<file path="src/rtl/wb_slave_decoder.sv">
// Wishbone slave-side address decoder/router: locks the slave select per bus cycle,
// flags unmapped selects, and (with WB_DEC_TIMEOUT_EN defined) errors out slaves that never ack.
module wb_slave_decoder #(
  parameter int WORD    = 16,
  parameter int SLAVES  = 4,
  parameter int SEL_W   = (SLAVES > 1) ? $clog2(SLAVES) : 1,
  parameter int SEL_H   = WORD - 1,
  parameter int TIMEOUT = 15
) (
  input  logic              clk_i,
  input  logic              rst_i,
  input  logic              cyc_i,
  input  logic              stb_i,
  input  logic [WORD-1:0]   adr_i,
  input  logic [SLAVES-1:0] slvAck_i,
  input  logic [WORD-1:0]   slvDat_i [SLAVES],
  output logic              ack_o,
  output logic              err_o,
  output logic [WORD-1:0]   dat_o,
  output logic [WORD-1:0]   adr_o,
  output logic [SLAVES-1:0] slvStb_o,
  output logic [SLAVES-1:0] slvCyc_o,
  output logic              busy_o
);
  localparam int SEL_L  = SEL_H - SEL_W + 1;
  localparam int ADDR_H = SEL_L - 1;
  localparam logic [SEL_W:0] NSLV = (SEL_W + 1)'(SLAVES);

  if (TIMEOUT < 1 || SLAVES < 1 || SLAVES > (1 << SEL_W)) begin : g_param_chk
    $error("wb_slave_decoder: illegal TIMEOUT/SLAVES/SEL_W combination");
  end

  typedef enum logic [1:0] {IDLE, ACTIVE, ERROR} state_t;

  state_t           state;
  logic [SEL_W-1:0] sel, sel_q;
  logic             sel_ok, active, timeout_hit;

  assign sel    = adr_i[SEL_H:SEL_L];
  assign sel_ok = ({1'b0, sel} < NSLV);
  assign active = (state == ACTIVE);
  assign busy_o = (state != IDLE);
  assign adr_o  = WORD'(adr_i[ADDR_H:0]);

  // Routing only ever follows the latched select, never the live address.
  always_comb begin
    slvStb_o = '0;
    slvCyc_o = '0;
    if (active) begin
      slvStb_o[sel_q] = stb_i;
      slvCyc_o[sel_q] = cyc_i;
    end
  end

  assign ack_o = active & stb_i & slvAck_i[sel_q];
  assign dat_o = slvDat_i[active ? sel_q : '0];

`ifdef WB_DEC_TIMEOUT_EN
  localparam int CNT_W = (TIMEOUT > 1) ? $clog2(TIMEOUT + 1) : 1;
  logic [CNT_W-1:0] wait_cnt;

  // Counts consecutive un-acked strobe cycles; any gap in stb_i restarts the watchdog.
  always_ff @(posedge clk_i) begin
    if (rst_i || !active || !stb_i || ack_o) wait_cnt <= '0;
    else                                     wait_cnt <= wait_cnt + CNT_W'(1);
  end

  assign timeout_hit = active && !ack_o && (wait_cnt == CNT_W'(TIMEOUT));
`else
  assign timeout_hit = 1'b0;
`endif

  always_ff @(posedge clk_i) begin
    if (rst_i) begin
      state <= IDLE;
      sel_q <= '0;
      err_o <= 1'b0;
    end else begin
      err_o <= 1'b0;
      case (state)
        IDLE: if (cyc_i && stb_i) begin
          if (sel_ok) begin
            sel_q <= sel;
            state <= ACTIVE;
          end else begin
            state <= ERROR;
            err_o <= 1'b1;
          end
        end
        // Dropping cyc_i wins over a simultaneous watchdog expiry.
        ACTIVE: if (!cyc_i) state <= IDLE;
          else if (timeout_hit) begin
            state <= ERROR;
            err_o <= 1'b1;
          end
        ERROR: if (!cyc_i) state <= IDLE;
        default: state <= IDLE;
      endcase
    end
  end
endmodule

</file>
<file path="config.mk">
export PLATFORM = sky130hd
export DESIGN_NAME = wb_slave_decoder
export DESIGN_NICKNAME = d
export VERILOG_FILES = /design/src/rtl/wb_slave_decoder.sv
export SDC_FILE = /design/constraint.sdc
export NUM_CORES = 1
export LEC_CHECK = 0
export ABC_AREA = 1
export ABC_CLOCK_PERIOD_IN_PS = 900
export CAP_MARGIN = 20
export CELL_PAD_IN_SITES_DETAIL_PLACEMENT = 2
export CELL_PAD_IN_SITES_GLOBAL_PLACEMENT = 2
export CORE_MARGIN = 2
export CORE_UTILIZATION = 10
export CTS_CLUSTER_DIAMETER = 200
export DETAILED_ROUTE_END_ITERATION = 10
export PLACE_DENSITY_LB_ADDON = 0.12
export RECOVER_POWER = 100
export SETUP_SLACK_MARGIN = 0.4
export SYNTH_ARGS = -nofsm -noshare
export SYNTH_HDL_FRONTEND = slang
export SYNTH_SLANG_ARGS = --single-unit
</file>
<file path="constraint.sdc">
create_clock -name clk_i -period 0.9 [get_ports clk_i]
set_input_delay 0.09 -clock clk_i [delete_from_list [all_inputs] [get_ports clk_i]]
set_output_delay 0.09 -clock clk_i [all_outputs]
set_load 0.1 [all_outputs]
</file>
==> key figures <==
Logic synthesis
  – Sequential element share of the synthesized area: 0.0628
  – Synth Warn #: 0
  – Mean Syn Cell Area: ~4.8 um2
  – Top cell type's share of synthesized area: 0.173
  – Synth top area cells: nand2_1, buf_4, inv_1
  – Yosys reg bits: 3
  – Cell accounting for the most synthesized area: nand2_1
  – Synth cell types: 16
  – Synth Cell Area: roughly 960 um2
  – Gate Count Post-Synth: 198

Power and ir drop
  – Total power: between 2 and 2.5 mW
  – PD cells: around 750 nW/um2
  – VDD IR max: 0.356 mV
  – Leak Pwr: 1.27 nW

Clocking
  – Max clock buf depth: 2
  – Hold Buf Count CTS: 0
  – Inserted Clock Buffers: 3
  – CTS H-tree lvls: 1
  – CTS root buffer: clkbuf_8
  – TritonCTS clock tree: built
  – Clk_lat worst skew: between 0.2 and 0.25 ns
  – Num Clock Sinks: 3
  – Clk pin slew, worst setup/hold paths: approximately 0.030 ns

Floorplanning
  – Die Y: slightly above 100 um
  – Die area: 10,400 um2
  – Ports: between 100 and 150
  – Row count: 35
  – Initial core utilization: 0.103
  – Die Wd: slightly above 100 um
  – Core area: 9240 um2

Routing
  – Detail Route Antenna Nets: 0
  – TritonRoute pass-1 iters: 2
  – WL per Instance: ~13 um
  – Via density: between 3 and 4
  – DRC viols: 0
  – Routed via count: between 1,500 and 2,000
  – Initial DRC Count: 7
  – Post-Route WL: 5560 um

Final layout
  – Layout cell share with drive strength beyond 1: 0.419
  – Layout area overhead: 206%
  – Utilization after layout: 0.317
  – Final net count: ~390
  – Number of diodes: 0
  – Fill count: ~1,000

Worst setup path
  – CP max stage delay: about 0.38 ns
  – Slowest library cell on the worst path: dfxtp_4
  – CP cell instances: nand2_4 -> inv_6 -> o21ai_2 -> o21ai_4 -> buf_12
  – Setup Crit Path Kind: flop to output pin
  – Worst EP arrival: 1.33 ns
  – Worst-path fanout max: 8
  – CP Capture Type: output pin
  – CP required: slightly above 0.8 ns
  – Startpoint types: flop

Global routing
  – Number of global-route vias before repair: between 1,500 and 2,000
  – GR Overflow Total: 0
  – Total GRT Usage: 0.103
  – First-pass GRT wire length: 8390 um
  – Initial antenna violation count: 0
  – Largest net degree at the start of global routing: 17

Job
  – Max-cap violations: 0

Timing
  – Final worst setup slack: -0.525 ns
  – Post-layout min period: around 1.4 ns
  – RSZ-0062 raised after global routing: true
  – Fmax: 0.702 GHz
  – Skew final: between 0.0006 and 0.0007 ns
  – Period Utilization, post-route: 1.58
  – Fin Setup TNS: -13.06 ns
  – Fin. max-slew vios: 0
  – Final setup vio count: 29
  – Hold Vio Cnt, Final: 0

Status
  – Failing checks: negative setup slack
  – Status: finished, violations left

Placed design
  – GP Congestion: 0.771
  – DP HPWL: roughly 4600 um
  – IO Port Bufs: between 90 and 100

Hold path
  – Worst min-delay path category: primary input to output pin
report_power, final:
group / leakage [nW] / internal [mW] / switching, mW
sequential: 0.0267 / 0.141 / 0.0169
combinational: 1.22 / 0.730 / 0.923
clock: 0.0228 / 0.303 / 0.0951
total: 1.27 / 1.17 / 1.04
kinds of logic (layout without fill, tap and decap cells):
group,count (synthesis),in the layout,share of synthesized area
simple gates,97,97,0.415
flops,3,3,0.0628
compound gates,33,33,0.173
buf+inv,64,160,0.346
other cells,1,3,0.00392
worst paths after layout:
check	start	to	slack [ns]	cells past startpoint
worst min register to register	sel_q[1]	sel_q[1]	0.81	6
worst max register to register	state[0]	sel_q[0]	-0.33	6
worst min-delay path	adr_i[10]	adr_o[10]	0.18	0
worst max-delay path	state[0]	dat_o[11]	-0.52	5
sequential cells by signal, indices dropped and copies added (netlist names):
signal  flops
state       1
sel_q       2
area by class of cell:
type                            count  area, um2  share of cell area
Inverter                           38        160              0.0547
Clock buffer                        4       45.0              0.0154
Timing Repair Buffer              117       1470               0.503
Tap cell                          129        161              0.0552
Multi-Input combinational cell    133       1010               0.345
Sequential cell                     3       71.3              0.0244
Timing Repair inverter              1       8.76             0.00299
cells in the mapped netlist:
library cell and n:
a21oi_1 1, buf_2 5, buf_4 20, buf_6 1, clkinv_2 1, conb_1 1, dfxtp_1 3, inv_1 36
inv_2 1, nand2_1 44, nand2_2 2, nand3_1 19, nand3b_1 1, nor2_1 31, o21ai_0 13, o21ai_1 19
routing by layer:
layer,part of all wire,track usage,vias to the layer above
li1,-,-,777
met1,0.42,0.128,710
met2,0.48,0.179,67
met3,0.088,0.0255,4
met4,0.0067,0.0208,0
met5,0,0,-
stage by stage:
stage               worst slack, ns  cells  hold WS, ns  area, um2
floorplan                    -0.718    200        0.149       1220
global placement             -0.406    419        0.181       2640
detailed placement           -0.436    419        0.181       2640
CTS                          -0.543    424        0.181       2860
global route                 -0.580    425        0.180       2930
finish                       -0.525    425        0.180       2930
placed cells by master, fill, tap and decap left out, types with 2 or more instances in the layout:
cell             count
buf_12              31
buf_4                7
buf_6                6
clkbuf_8             3
clkdlybuf4s50_1     73
conb_1               3
dfxtp_4              3
inv_1               34
inv_2                2
inv_6                2
nand2_1             39
nand2_2              5
nand3_1              3
nand3_2             16
nor2_1              16
nor2_2               5
nor2_4              10
o21ai_1              2
o21ai_2             14
o21ai_4             16
critical path, delay by kind of cell, from the launching register on:
kind | cells | cell delay [ns]
AND/OR/NAND/NOR | 1 | 0.13
AO/OA/AOI/OAI | 2 | 0.26
flip-flops | 1 | 0.38
buffers and inverters | 2 | 0.34
what timing repair did:
| item | 4_1_cts | 5_1_grt |
|---|---|---|
| resized for setup | 50 | 15 |
| setup buffers | 1 | 0 |
| endpoints found under the hold margin | 0 | 0 |
| setup endpoints to repair | 29 | 29 |
| pin swaps | 5 | 1 |
| cloned | 0 | 1 |
Note: power is estimated with default switching activity, not from simulation.
==> edit 1 (same settings) <==
Encoding of `state_t`: now one-hot (3 bits for 3 states).
--- a/src/rtl/wb_slave_decoder.sv
+++ b/src/rtl/wb_slave_decoder.sv
@@ -30,7 +30,7 @@
     $error("wb_slave_decoder: illegal TIMEOUT/SLAVES/SEL_W combination");
   end
 
-  typedef enum logic [1:0] {IDLE, ACTIVE, ERROR} state_t;
+  typedef enum logic [2:0] {IDLE = 3'b001, ACTIVE = 3'b010, ERROR = 3'b100} state_t;
 
   state_t           state;
   logic [SEL_W-1:0] sel, sel_q;
Function: same outputs for any inputs over 10 cycles, from zero or initial values and one cycle with rst_i high; not proved beyond that.
==> edit 1 against the unedited design <==
The run still ends with negative setup slack left. Design area grew 12%. Critical path depth grew 1. Sequential cell count rose by 1. Synthesized area is 39% higher. Global-route usage is 0.084 points higher. Clock skew about the same. Worst setup slack lost 0.099 ns. Wire length is 33% higher. Synthesized cell count rose by 32%. Total power grew 1.9%. Non-clock buffer count rose by 5. Die area grew 37%. Register-to-register slack gained 0.09 ns. Utilization fell by 6.7 points. Largest power group unchanged. Highest routed layer unchanged.
==> edit 1: results (changes against the unedited design) <==
| Metric | Value |
|---|---|
| Status | finished with violations |
| Failing checks | negative setup slack |
| DR WL/cell | 13.9 µm (+6.2%) |
| CP delay by family, top | buffers and inverters |
| DRT iter0 DRCs | 56 (+49) |
| Flop+latch power | 209 µW (+32%) |
| Met2 Wirelength | 3690 µm (+37%) |
| Global-route wire length before repair | 11,800 µm (+41%) |
| Layout fillers | 1,522 (+45%) |
| CTS Root Cell | clkbuf_16 |
| Final worst-path setup slack | -0.624 ns (-0.0986 ns) |
| VDD IR max | 0.000429 V (+21%) |
| Vias in the first global route | 2,227 (+31%) |
| CP max FO | 9 (+1) |
| WL met1 | 3170 µm (+36%) |
| Cells after DPL | 529 (+26%) |
| Fin Clk Skew | 0.000631 ns (-0.0000304 ns) |
| Slowest stage delay, CP | 0.40 ns (+0.02 ns) |
| Storage cell area | 92.6 µm² (+30%) |
| Post-layout nets | 448 (+16%) |
| GRT Util Overall | 10.4% (+0.084 points) |
| Setup repair bufs after CTS | 0 (-1) |
| Met1 usage | 12.3% (-0.52 points) |
| Sequential area share after synthesis | 6.04% (-0.24 points) |
| Hold slack | 0.180 ns (-0.00000300 ns) |
| Setup_tns | -15.93 ns (-2.87 ns) |
| GPL Wtd Cong | 0.717 (-7.0%) |
| CP arrival | 1.43 ns (+0.10 ns) |
| Largest net degree at the start of global routing | 21 (+4) |
| Placed Area | 3010 µm² (+14%) |
| Combinational gate power | 1360 µW (-18%) |
| Most frequent cells after synthesis | inv_1 (71), nand2_1 (63), nand3_1 (51), buf_4 (18), nand4_1 (16) |
| RR Endpoint | state[0] |
| Worst R2R Start | state[1] |
| Leak | 0.00154 µW (+21%) |
| WL met3 | 511 µm (+4.1%) |
| Library cells used by synthesis | 17 (+1) |
| Routed wire length | 7410 µm (+33%) |
| Net Sw Power | 888 µW (-14%) |
| Biggest regs | sel_q x2, state x2 |
| Post-CTS sizing | 27 (-46%) |
| Post-DP HPWL | 6030 µm (+30%) |
| M2 GR Usage | 18.7% (+0.76 points) |
| Setup WS pre-CTS | -0.454 ns (-0.0187 ns) |
| Final Setup Violations | 30 (+3.4%) |
edit 1: cell count changes in the layout (fill, tap and decap cells not counted), moves of 14 or more:
| cell | delta |
|---|---|
| o21ai_4 | -16 |
| nand4_1 | +16 |
| inv_1 | +37 |
| nand2_4 | +15 |
| o21ai_2 | -14 |
| nand3_1 | +30 |
edit 1: layout make-up:
type	count	share of cell area, %
repair buffers	122	46.3
multi-input cells	155	33.2
inverters	74	8.72
well taps	176	6.73
flip-flops and latches	4	2.83
clock buffers	3	2.30
edit 1: worst max path at each step:
stage / start / end / slack, ns / depth (start not counted)
final: state[1] / slvStb_o[1] / -0.62 / 6
after global routing: state[0] / dat_o[6] / -0.69 / 7
after CTS: state[0] / dat_o[14] / -0.65 / 7
after detailed placement: sel_q[1] / dat_o[4] / -0.45 / 6
after global placement: sel_q[1] / dat_o[4] / -0.44 / 6
after floorplan: state[1] / slvCyc_o[1] / -0.50 / 5
==> edit 2 (config.mk and constraints unchanged) <==
Without the edit above. The option `WB_DEC_TIMEOUT_EN` is turned on by a define.
--- a/src/rtl/wb_slave_decoder.sv
+++ b/src/rtl/wb_slave_decoder.sv
@@ -1,5 +1,7 @@
 // Wishbone slave-side address decoder/router: locks the slave select per bus cycle,
 // flags unmapped selects, and (with WB_DEC_TIMEOUT_EN defined) errors out slaves that never ack.
+`define WB_DEC_TIMEOUT_EN
+
 module wb_slave_decoder #(
   parameter int WORD    = 16,
   parameter int SLAVES  = 4,
Check against the original RTL: same outputs for any inputs over 10 cycles, from zero or initial values and one cycle with rst_i high; that may be too few to reach the edited logic, so the function may still have changed.
==> edit 2 against the unedited design <==
The flow still finishes with violations (negative setup slack). Global-route usage up 0.14 points. Clock power up 25%. Register-to-register slack worse by 0.31 ns. Total power rose by 21%. Worst setup slack worse by 0.24 ns. Synthesized area grew 17%. Sequential cell count up 6. Sequential share of layout area is 3.1 points higher. Hold slack is essentially flat. Wire length is 12% higher. Design area up 16%. Critical path type unchanged. Largest power group unchanged.
==> edit 2: results (changes against the unedited design) <==
| Metric | Value |
|---|---|
| Status | finished with violations |
| Failing checks | negative setup slack |
| Clock-cell share of area | 1.33% (-0.21 points) |
| Data buffer area share | 50.5% (+0.18 points) |
| Post-Synth Adder-Cell Area | 1.12% (+1.1 points) |
| Seq area share | 5.55% (+3.1 points) |
| Layout cells sized above 1 | 55.6% (+14 points) |
| Post-DP HPWL | 4880 µm (+5.3%) |
| Net Sw Power | 1170 µW (+13%) |
| CP arrival | 1.58 ns (+0.25 ns) |
| Non-CTS buffers | 141 (+21%) |
| Multi-input gate count | 119 (-11%) |
| Global-route wire length before repair | 9700 µm (+16%) |
| Final worst-path setup slack | -0.770 ns (-0.245 ns) |
| Post-layout nets | 392 (+1.8%) |
| Clk slew on worst S/H paths | 0.05 ns (+0.02 ns) |
| Placed Area | 2920 µm² (+11%) |
| Met1 usage | 11.8% (-0.98 points) |
| Layout fillers | 1,196 (+14%) |
| Vias per cell | 3.79 (+3.4%) |
| Port Buffers | 100 (+1.0%) |
| M2 GR Usage | 18.0% (+0.074 points) |
| Worst skew pair latency | 0.24 ns (+0.02 ns) |
| Final Setup Violations | 35 (+21%) |
| Final Cell Area | 3380 µm² (+16%) |
| Site row count | 38 (+8.6%) |
| Setup WS pre-CTS | -0.591 ns (-0.156 ns) |
edit 2: path summary, 6_finish.rpt:
path               startpoint     endpoint  slack (ns)  depth (start not counted)
hold reg to reg   wait_cnt[0]  wait_cnt[0]        0.51                          2
hold / removal       adr_i[0]     adr_o[0]        0.18                          0
setup / recovery     state[1]    dat_o[15]       -0.77                          9
setup reg to reg     state[1]  wait_cnt[2]       -0.64                         11
edit 2: power by group through the flow:
stage	Clock, µW	Sequential (µW)	Combinational [µW]
after floorplan	0	425	1210
after global placement	0	423	1650
after detailed placement	0	424	1660
after CTS	519	416	1750
after global routing	534	417	1860
final	497	416	1770
edit 2: timing repair:
action                     4_1_cts  5_1_grt
setup endpoints to repair       36       36
buffers inserted                 8        8
gates cloned                     2        1
pin swaps                       10        9
gates resized for setup         45       13
hold endpoints to repair         0        0
edit 2: cells by family after synthesis:
family / count (synthesis)
flops: 9
other cells: 1
simple gates: 47
buf+inv: 53
fa+ha+maj: 1
xor+xnor: 1
compound gates: 68
